## src/rtl/sata_link_seq.sv

```systemverilog
// Per-port SATA link bring-up sequencer: PHY reset, OOB start, timeouts, bounded retries, DET status.
// Optional debug counters on seq_dbg are enabled by defining SATA_LINK_SEQ_DBG_EN.
module sata_link_seq #(
  parameter int unsigned C_RST_CYCLES   = 16,
  parameter int unsigned C_LINK_TIMEOUT = 1500000,
  parameter int unsigned C_BACKOFF      = 7500,
  parameter int unsigned C_RETRY_MAX    = 3
) (
  input  logic        phyclk,
  input  logic        rst_n,
  input  logic        port_en,
  input  logic        comreset_req,
  input  logic        plllock,
  input  logic        CommInit,
  input  logic        linkup,
  output logic        phyreset,
  output logic        StartComm,
  output logic        link_ready,
  output logic [3:0]  det,
  output logic [2:0]  retry_cnt,
  output logic        fail,
  output logic [31:0] seq_dbg
);

  typedef enum logic [2:0] {
    ST_IDLE      = 3'd0,
    ST_RESET     = 3'd1,
    ST_WAIT_PLL  = 3'd2,
    ST_START     = 3'd3,
    ST_WAIT_LINK = 3'd4,
    ST_LINKED    = 3'd5,
    ST_BACKOFF   = 3'd6,
    ST_FAILED    = 3'd7
  } state_t;

  localparam logic [23:0] RST_LAST  = 24'(C_RST_CYCLES - 1);
  localparam logic [23:0] TMO_LAST  = 24'(C_LINK_TIMEOUT - 1);
  localparam logic [23:0] BO_LAST   = 24'(C_BACKOFF - 1);
  localparam logic [2:0]  RETRY_MAX = 3'(C_RETRY_MAX);

  localparam logic [3:0] DET_NONE = 4'd0;
  localparam logic [3:0] DET_SEEN = 4'd1;
  localparam logic [3:0] DET_EST  = 4'd3;
  localparam logic [3:0] DET_OFF  = 4'd4;

  state_t      state, state_n;
  logic [23:0] timer, timer_n;
  logic [3:0]  det_n;
  logic [2:0]  retry_n;
  logic        restart;
  logic        entering;

  always_comb begin
    state_n = state;
    det_n   = det;
    retry_n = retry_cnt;
    restart = 1'b0;

    if (!port_en) begin
      state_n = ST_IDLE;
      det_n   = DET_OFF;
      retry_n = '0;
    end else if (comreset_req && (state != ST_IDLE)) begin
      state_n = ST_RESET;
      restart = 1'b1;
      retry_n = '0;
    end else begin
      case (state)
        ST_IDLE:     state_n = ST_RESET;
        ST_RESET:    if (timer == RST_LAST) state_n = ST_WAIT_PLL;
        ST_WAIT_PLL: begin
          if (plllock)                state_n = ST_START;
          else if (timer == TMO_LAST) state_n = ST_BACKOFF;
        end
        ST_START:    state_n = ST_WAIT_LINK;
        ST_WAIT_LINK: begin
          if (CommInit)               det_n   = DET_SEEN;
          if (linkup)                 state_n = ST_LINKED;
          else if (timer == TMO_LAST) state_n = ST_BACKOFF;
        end
        ST_LINKED: begin
          if (!linkup) begin
            state_n = ST_BACKOFF;
            det_n   = DET_SEEN;
          end
        end
        ST_BACKOFF: begin
          if (timer == BO_LAST)
            state_n = (retry_cnt >= RETRY_MAX) ? ST_FAILED : ST_RESET;
        end
        ST_FAILED:   state_n = ST_FAILED;
        default:     state_n = ST_IDLE;
      endcase
    end

    entering = restart || (state_n != state);

    // Entry side effects are keyed off the next state so every path into a state behaves alike
    if (entering && (state_n == ST_RESET))
      det_n = DET_NONE;
    if (state_n == ST_LINKED) begin
      det_n   = DET_EST;
      retry_n = '0;
    end
    if (entering && (state_n == ST_BACKOFF))
      retry_n = (retry_cnt == 3'd7) ? 3'd7 : retry_cnt + 3'd1;

    if (entering)
      timer_n = '0;
    else if (state inside {ST_RESET, ST_WAIT_PLL, ST_WAIT_LINK, ST_BACKOFF})
      timer_n = timer + 24'd1;
    else
      timer_n = timer;
  end

  always_ff @(posedge phyclk) begin
    if (!rst_n) begin
      state      <= ST_IDLE;
      timer      <= '0;
      phyreset   <= 1'b1;
      StartComm  <= 1'b0;
      link_ready <= 1'b0;
      det        <= DET_OFF;
      retry_cnt  <= '0;
      fail       <= 1'b0;
    end else begin
      state      <= state_n;
      timer      <= timer_n;
      det        <= det_n;
      retry_cnt  <= retry_n;
      phyreset   <= state_n inside {ST_IDLE, ST_RESET, ST_FAILED};
      StartComm  <= (state_n == ST_START);
      link_ready <= (state_n == ST_LINKED);
      fail       <= (state_n == ST_FAILED);
    end
  end

`ifdef SATA_LINK_SEQ_DBG_EN
  logic [7:0] drop_cnt;
  logic [7:0] tmo_cnt;
  logic       drop_ev;
  logic       tmo_ev;

  assign drop_ev = (state == ST_LINKED) && (state_n == ST_BACKOFF);
  assign tmo_ev  = ((state == ST_WAIT_PLL) || (state == ST_WAIT_LINK)) && (state_n == ST_BACKOFF);

  always_ff @(posedge phyclk) begin
    if (!rst_n) begin
      drop_cnt <= '0;
      tmo_cnt  <= '0;
    end else begin
      if (drop_ev && (drop_cnt != 8'hFF)) drop_cnt <= drop_cnt + 8'd1;
      if (tmo_ev && (tmo_cnt != 8'hFF))   tmo_cnt  <= tmo_cnt + 8'd1;
    end
  end

  assign seq_dbg = {8'h00, tmo_cnt, drop_cnt, det, 1'b0, state};
`else
  assign seq_dbg = '0;
`endif

endmodule

```

## config.mk

```make
export PLATFORM = sky130hd
export DESIGN_NAME = sata_link_seq
export DESIGN_NICKNAME = d
export VERILOG_FILES = /design/src/rtl/sata_link_seq.sv
export SDC_FILE = /design/constraint.sdc
export NUM_CORES = 1
export LEC_CHECK = 0
export CAP_MARGIN = 20
export CORE_AREA = 5 5 89 91
export DETAILED_ROUTE_END_ITERATION = 6
export DIE_AREA = 0 0 94 96
export GPL_ROUTABILITY_DRIVEN = 0
export PLACE_DENSITY = 0.65
export SKIP_LAST_GASP = 1
export SYNTH_ARGS = -nofsm -noshare
export SYNTH_HDL_FRONTEND = slang
export SYNTH_SLANG_ARGS = --single-unit
```

## constraint.sdc

```tcl
create_clock -name phyclk -period 3.5 [get_ports phyclk]
set_input_delay 0.35 -clock phyclk [delete_from_list [all_inputs] [get_ports phyclk]]
set_output_delay 0.35 -clock phyclk [all_outputs]
set_load 0.01 [all_outputs]
```

* After elaboration in Yosys (flattened, before gate mapping)
Index checks and enable logic that the tools add are counted.
** Storage, ports and cells
- Register bits after elaboration :: 38
** Cells by class
- $add $sub $neg :: 2
- Order comparisons :: 1
- Equality and inequality tests :: 24
- Muxes and demuxes :: 24
- Bitwise logic cells :: 3
- Reductions and logical operators :: 14
** Operators with widths (number)
- 3-bit 2-to-1 mux :: 18
- 24-bit by 1-bit adder with 24-bit output (second input constant) :: 1
- 24-bit by 13-bit == test with 1-bit output (second input constant) :: 1
- 24-bit by 21-bit == test with 1-bit output (second input constant) :: 1
- 24-bit by 4-bit == test with 1-bit output (second input constant) :: 1
- 3-bit == test (second input constant) :: 8
- 3-bit case mux with 8 select lines :: 1
- 5-bit inequality test (second input constant) :: 2
- 3-bit by 2-bit == test with 1-bit output (second input constant) :: 3
- 4-bit 2-to-1 mux :: 2
- 4-bit case mux with 2 select lines :: 1
- 4-bit AND reduction :: 2
- 3-bit by 1-bit == test with 1-bit output (second input constant) :: 2
- 3-bit zero test :: 2
- 3-bit nonzero test :: 2
- 5-bit by 1-bit inequality test with 1-bit output (second input constant) :: 1
- 2-bit inequality test (second input constant) :: 2
- 4-bit by 1-bit inequality test with 1-bit output (second input constant) :: 1
- 4-bit by 2-bit inequality test with 1-bit output (second input constant) :: 1
- 4-bit nonzero test :: 1
- 4-bit OR reduction :: 1
- 3-bit by 1-bit adder with 3-bit output (second input constant) :: 1
- 3-bit by 2-bit >= comparator with 1-bit output (second input constant) :: 1
- 1-bit logical AND :: 3
- other kinds (6) :: 9

* Depth between registers and ports, before layout
Gate-level depths: netlist of the first run.
- Depth after elaboration :: 11
- Mapped depth :: 9

* Least setup slack after synthesis of the first run
No wires, ideal clock.
- Kind :: register to register
- Start :: register timer[14]
- End :: register retry_cnt[0]
- Library setup time :: 0.122 ns
- Arrival time :: 2.362 ns
- Data required time :: 3.378 ns
- Slack :: 1.017 ns
- Cell stages (with the launch flop) :: 8
- Path buffers :: 0
- Period minus slack after synthesis :: 2.483 ns
- Cells stage by stage :: dfxtp_1 or4_1 or4_4 o311a_1 nor3_4 nand4_1 nand3_1 mux2i_1
** Between the ends
- Cells in the longest elaborated chain, start to end :: 10
- Elaborated cells on any way between the ends :: 19
** Ends and longest elaborated chain
- start: declaration :: RTL line 47 : logic [23:0] timer, timer_n;
- start signal: assignment :: RTL line 128 : timer <= timer_n;
- 24-bit by 21-bit == test with 1-bit output :: RTL line 73, 79
- 3-bit 2-to-1 mux :: RTL line 73, 79
- 3-bit 2-to-1 mux, on equally long branches :: RTL line 78, 72
- 3-bit case mux with 8 select lines * :: RTL line 68 : case (state)
- 3-bit 2-to-1 mux * :: RTL line 63 : end else if (comreset_req && (state != ST_IDLE)) begin
- 3-bit 2-to-1 mux * :: RTL line 59 : if (!port_en) begin
- 3-bit inequality test :: RTL line 96 : entering = restart || (state_n != state);
- 1-bit logical OR :: RTL line 96
- 1-bit logical AND :: RTL line 105 : if (entering && (state_n == ST_BACKOFF))
- 4-bit by 1-bit inequality test with 1-bit output (no line) or 3-bit 2-to-1 mux (tied branches)
- end signal: assignment :: RTL line 130 : retry_cnt <= retry_n;
- end: declaration :: RTL line 20 : output logic [2:0] retry_cnt,
Mark *: on every way between the ends. The rest lies on a longest branch, timed or not.
A chain may end at the register's enable or synchronous reset.

* Worst setup path in the final report of the first run
Ends and elaborated chain as after synthesis.

==> results of run 1 <==
routing by layer:
layer | up-vias | wire length [µm]
met5 | - | 0
met4 | 0 | 75
met3 | 9 | 335
met2 | 65 | 2120
met1 | 822 | 2210
li1 | 925 | -
worst max-delay path: cells and delay by family (launching register included):
kind	cells	cell delay, ns
AND/OR/NAND/NOR	5	1.81
flip-flops	1	0.36
multiplexers	1	0.08
AO/OA/AOI/OAI	1	0.39
where the power goes:
part	internal, mW	switching, mW
Clock	0.232	0.158
Combinational	0.0192	0.0423
Sequential	0.423	0.00349
Total	0.674	0.204
worst paths after layout:
| check | to | depth (start not counted) |
|---|---|---|
| min reg2reg | det[1] | 2 |
| min | det[1] | 2 |
| max | retry_cnt[0] | 7 |
| max reg2reg | retry_cnt[0] | 7 |
cell families (layout without fill, tap and decap cells):
family	after synthesis	in the layout	share of synthesized area (%)
buf+inv	45	31	14.6
simple gates	130	130	31.7
mux	3	3	1.34
xor+xnor	23	23	8.96
fa+ha+maj	2	2	1.11
compound gates	31	31	9.13
flops	37	37	32.9
other cells	1	33	0.167
sequential cells by signal, summed over array words and instances, names as in the netlist:
name,count
state,3
phyreset,1
retry_cnt,3
link_ready,1
timer,24
fail,1
det,3
StartComm,1
cells in the final DEF (no fill, tap or decap), types with 10 or more instances in the layout:
master,synthesis,final
nand3_1,14,14
conb_1,1,33
clkdlybuf4s50_1,0,16
nor2_1,39,39
nand2_1,17,17
xor2_1,12,12
dfxtp_1,37,37
xnor2_1,11,11
nand4_1,10,10
through the flow:
stage	setup slack, ns	hold WS [ns]	cell area, µm²	utilization [%]
CTS	0.766	0.469	2480	35.1
finish	0.756	0.467	2480	35.1
global placement	0.789	0.461	2360	33.4
detailed placement	0.775	0.458	2360	33.4
floorplan	1.02	0.439	2370	-
global route	0.621	0.513	2480	35.1
final cells by class:
cell class | instances | area (µm²)
well taps | 99 | 124
clock inverters | 2 | 37.5
multi-input cells | 222 | 1300
clock buffers | 6 | 82.6
repair buffers | 18 | 175
inverters | 5 | 18.8
fillers | 738 | 4580
flip-flops and latches | 37 | 741
==> metrics.txt, run 1 <==
async set-or-reset flop fraction in the synthesized netlist 0%; CTS-repair resized insts 0; final hold vios 0; most frequent cells after synthesis nor2_1, dfxtp_1, buf_4; fin crit share 78.4%; antenna viol nets, final 0; Via Count ~1800; Yosys cell types between 50 and 60; I/O pins 50; critical path launch point type register; Worst Skew between 0.007 and 0.008 ns; clk buf depth 2; kind of capture point of the worst setup path register; Initial Util between 30% and 40%; Diodes inserted 0; r2r setup slk 0.76 ns; H-tree level count 2; share of layout cells above drive strength 1 slightly above 7%; Synth top area share 32.9%; post-synthesis cell count between 200 and 300; worst hold start det[1]; Detailed Place HPWL about 3.5 mm; crit-path max FO 7; CTS tree yes; max frequency 0.364 GHz; initial antenna violation count 0; Tmin final ~2.7 ns; Final #Nets 298; register area share after synthesis 32.9%; Avg WL per Cell ~12 µm; Total GRT Usage between 10% and 20%; CTS Root Cell clkbuf_8; largest net degree at the start of global routing 25; grt met3 use approximately 3.6%; Rel. slew slack between 50 and 60%; Worst Tran Pin Value about 0.72 ns; count of final setup violators 0; count of max-cap constraint violations 0; Overall Power between 800 and 900 µW; Clock Latency Late Sink approximately 0.30 ns; Yosys top cell by area dfxtp_1; Worst R2R Start timer[14]; core area approximately 0.0071 mm²; die area around 0.009 mm²; num rows 31; First-pass DRT Iterations 4; Power per Cell Area approximately 350 mW/mm²; cts hold-fix bufs 0; count leader, synth nor2_1; Die Y approximately 96 µm; drt first-iter violations between 100 and 150; CP Cell Sequence or4_1 > or4_4 > o311a_1 > nor3_4 > nand4_1 > nand3_1 > mux2i_1; TNS Setup 0 ns; VDD IR-drop max about 0.17 mV; CTS sink cnt 37; origin of the worst setup path timer[14]; Worst Path Arrival 2.93 ns; total number of yosys warnings 0; Area contributors post-synth dfxtp_1, buf_4, nor2_1; GR met2 Demand/Resource roughly 17%; status finished, final reports clean; clock-pin slew on the worst setup and hold paths about 0.080 ns; Port Buffers 16; Post-CTS Setup Inserts 0; CP Class reg2reg; Hold Path Class reg2reg; dpl cells ~380; total CTS buffers 5; gr ovfl total 0; syn avg cell area about 8.3 µm²; dominant synthesized flop cell dfxtp_1; number of flops mapped to enable cells by yosys 0; M1 GR Usage 14.0%; Die W 94 µm; LEAKAGE roughly 0.92 nW; DRC Markers 0; Mapped Area between 0.002 and 0.0025 mm²; global routing's busiest layer met2; slowest cell delay on critical path approximately 0.53 ns; Routed WL between 4 and 5 mm; RSZ-0062 raised after global routing no; slowest CP cell or4_1; final cell count without fillers slightly below 400; drt via density around 4.7; first-pass GRT wire length around 7.9 mm; synthesized flop and latch total 37; Worst Path Required approximately 3.7 ns; max-slew violations 0; vias in the first global route between 1500 and 2000; Synth-to-Final Area Change 10.2%
Note: power is estimated with default switching activity, not from simulation.
==> run 2, diff against run 1 <==
--- a/config.mk
+++ b/config.mk
@@ -10,7 +10,7 @@
 export DETAILED_ROUTE_END_ITERATION = 6
 export DIE_AREA = 0 0 94 96
 export GPL_ROUTABILITY_DRIVEN = 0
-export PLACE_DENSITY = 0.65
+export PLACE_DENSITY = 0.67
 export SKIP_LAST_GASP = 1
 export SYNTH_ARGS = -nofsm -noshare
 export SYNTH_HDL_FRONTEND = slang
==> constraint.sdc (replaced) <==
create_clock -name phyclk -period 2.22 [get_ports phyclk]
set_input_delay 0.222 -clock phyclk [delete_from_list [all_inputs] [get_ports phyclk]]
set_output_delay 0.222 -clock phyclk [all_outputs]
set_load 0.01 [all_outputs]
==> run 2 against run 1 <==
The flow now finishes with violations (negative setup slack). Cell count increased by 13%. Utilization increased by 8.1 points. Cell area increased by 23%. Largest power group unchanged. Die area unchanged. Clock skew decreased by 0.0016 ns. Critical path depth increased by 1. First-iteration DRC count increased by 22%. Register-to-register slack got worse by 1.1 ns. Combinational power increased to 2.6 times the previous value. Worst hold slack improved by 0.0017 ns. Wire length increased by 21%. Clock power increased by 59%.
==> metrics.txt, run 2 (synthesized netlist as in run 1, its figures left out) <==
vias in the first global route 1916 (+14%); Area after DPL 0.00273 mm² (+16%); H-tree level count 2 (unchanged); slowest CP cell or4b_1; Final #Nets 349 (+17%); Die W 94 µm (unchanged); count of max-cap constraint violations 0 (unchanged); clock-pin slew on the worst setup and hold paths 0.08 ns (about the same); gr ovfl total 0 (unchanged); Worst Path Required 2.41 ns (-1.28 ns); slowest cell delay on critical path 0.54 ns (about the same); top sig layer met4; CTS tree yes; I/O pins 50 (unchanged); Hold Path Class reg2reg; Initial Util 31.9% (unchanged); count of final setup violators 36 (+36); Detailed Place HPWL 3.99 mm (+15%); fill cell count 708 (-4.1%); largest register by flop count timer; Die Y 96 µm (unchanged); First-pass DRT Iterations 4 (unchanged); CTS sink cnt 37 (unchanged); origin of the worst setup path timer[4]; final hold vios 0 (unchanged); Worst Skew 0.00643 ns (-0.00156 ns); Placement Setup Slack -0.217 ns (-0.992 ns); LEAKAGE 1.24 nW (+34%); cts hold-fix bufs 0 (unchanged); Worst R2R Start timer[4]; drt via density 4.68 (about the same); max-slew violations 0 (unchanged); Hold Path Stages 2 (unchanged); commonest cells after routing, fill and taps aside buf_4, nor2_1, dfxtp_1; violated checks negative setup slack; Met2 Routed Length 2.75 mm (+29%); crit-path max FO 4 (-3); share of layout cells above drive strength 1 24.9% (+18 points); clk buf depth 2 (unchanged); core area 0.00706 mm² (unchanged); initial antenna violation count 0 (unchanged); setup ws final -0.367 ns (-1.12 ns); Port Buffers 16 (unchanged); commonest non-fill, non-tap cell in the layout buf_4; met1 wire length 2.55 mm (+15%); CP Class reg2reg; max frequency 0.387 GHz (+6.1%); total CTS buffers 5 (unchanged); Power per Cell Area 475 mW/mm² (+34%); critical path launch point type register; CTS Root Cell clkbuf_8; Rel. slew slack 57.3% (+5.7 points); CP Cell Sequence or4b_1 > or4_4 > buf_4 > o21ai_2 > a31oi_2 > or2_1 > a211o_2 > mux2i_1; DRC Markers 0 (unchanged); Routed WL 5.75 mm (+21%); VDD IR-drop max 0.242 mV (+41%); num rows 31 (unchanged); Synth-to-Final Area Change 35.7%; status finished, violations left; Worst Tran Pin Value 0.635 ns (-0.0866 ns); DR WL met3 379 µm (+13%); Via Count 2060 (+13%); Worst Path Arrival 2.77 ns (-0.16 ns); antenna viol nets, final 0 (unchanged); die area 0.00902 mm² (unchanged); Tmin final 2.59 ns (-0.157 ns); Final Cell Area 0.00305 mm² (+23%); kind of capture point of the worst setup path register; final cell count without fillers 440 (+13%); worst hold start det[1]; Diodes inserted 0 (unchanged); RSZ-0062 raised after global routing yes; first-pass GRT wire length 8.96 mm (+13%); drt first-iter violations 129 (+22%); Clock Latency Late Sink 0.29 ns (about the same); fin crit share 117% (+38 points); Total GRT Usage 12.3% (+1.3 points); Avg WL per Cell 13.1 µm (+7.0%); max FFs per register 24 (unchanged); FF-to-FF path depth 8 (+1); largest net degree at the start of global routing 16 (-36%); dpl cells 424 (+11%)
run 2: changes by cell type in the layout (fill, tap and decap cells not counted), moves of 2 or more:
cell    delta
buf_12     +4
buf_16     +2
buf_4     +43
buf_6      +2
nor4_1     -2
nor4_2     +2
run 2: cell type report:
cell class | count | area, µm² | area share, %
clock inverter | 1 | 30.0 | 0.984
inverter | 5 | 18.8 | 0.615
tap | 99 | 124 | 4.06
timing repair buffer | 69 | 656 | 21.5
clock buffer | 7 | 86.3 | 2.83
sequential | 37 | 742 | 24.3
multi-input combinational | 222 | 1400 | 45.7
run 2: metrics by stage:
| step | utilization [%] | power [mW] | setup TNS [ns] | hold WS [ns] |
|---|---|---|---|---|
| 2_1_floorplan | - | 0.802 | -1.32 | 0.311 |
| 3_3_place_gp | 38.7 | 0.800 | -2.70 | 0.458 |
| 3_5_place_dp | 38.7 | 0.801 | -2.59 | 0.459 |
| 4_1_cts | 41.6 | 1.44 | -4.36 | 0.469 |
| 5_1_grt | 43.2 | 1.50 | -10.76 | 0.496 |
| 6_report | 43.2 | 1.45 | -7.99 | 0.468 |
run 2: final timing paths:
path	slack (ns)	endpoint
min	0.47	det[1]
max reg2reg	-0.37	retry_cnt[0]
min reg2reg	0.47	det[1]
max	-0.37	retry_cnt[0]
run 2: metal layers:
metal,GRT usage [%],vias to the layer above
li1,-,1020
met3,2.81,9
met1,16.1,953
met5,0,-
met4,2.77,0
met2,20.5,78
run 2: power breakdown:
| part | internal, mW | total [mW] | switching, mW |
|---|---|---|---|
| Sequential | 0.667 | 0.670 | 0.00349 |
| Combinational | 0.0714 | 0.158 | 0.0869 |
| Clock | 0.367 | 0.620 | 0.254 |
run 2: what timing repair did:
item,4_1_cts,5_1_grt
endpoints found under the setup margin,34,35
gates resized for setup,5,12
pin swaps,2,6
cloned,2,0
buffers inserted,0,6
hold endpoints to repair,0,0
run 2: worst max-delay path: cells and delay by family, from the launching register on:
family	cells	cell delay (ns)
buf+inv	1	0.16
compound gates	3	0.56
flops	1	0.33
mux	1	0.12
simple gates	3	1.32
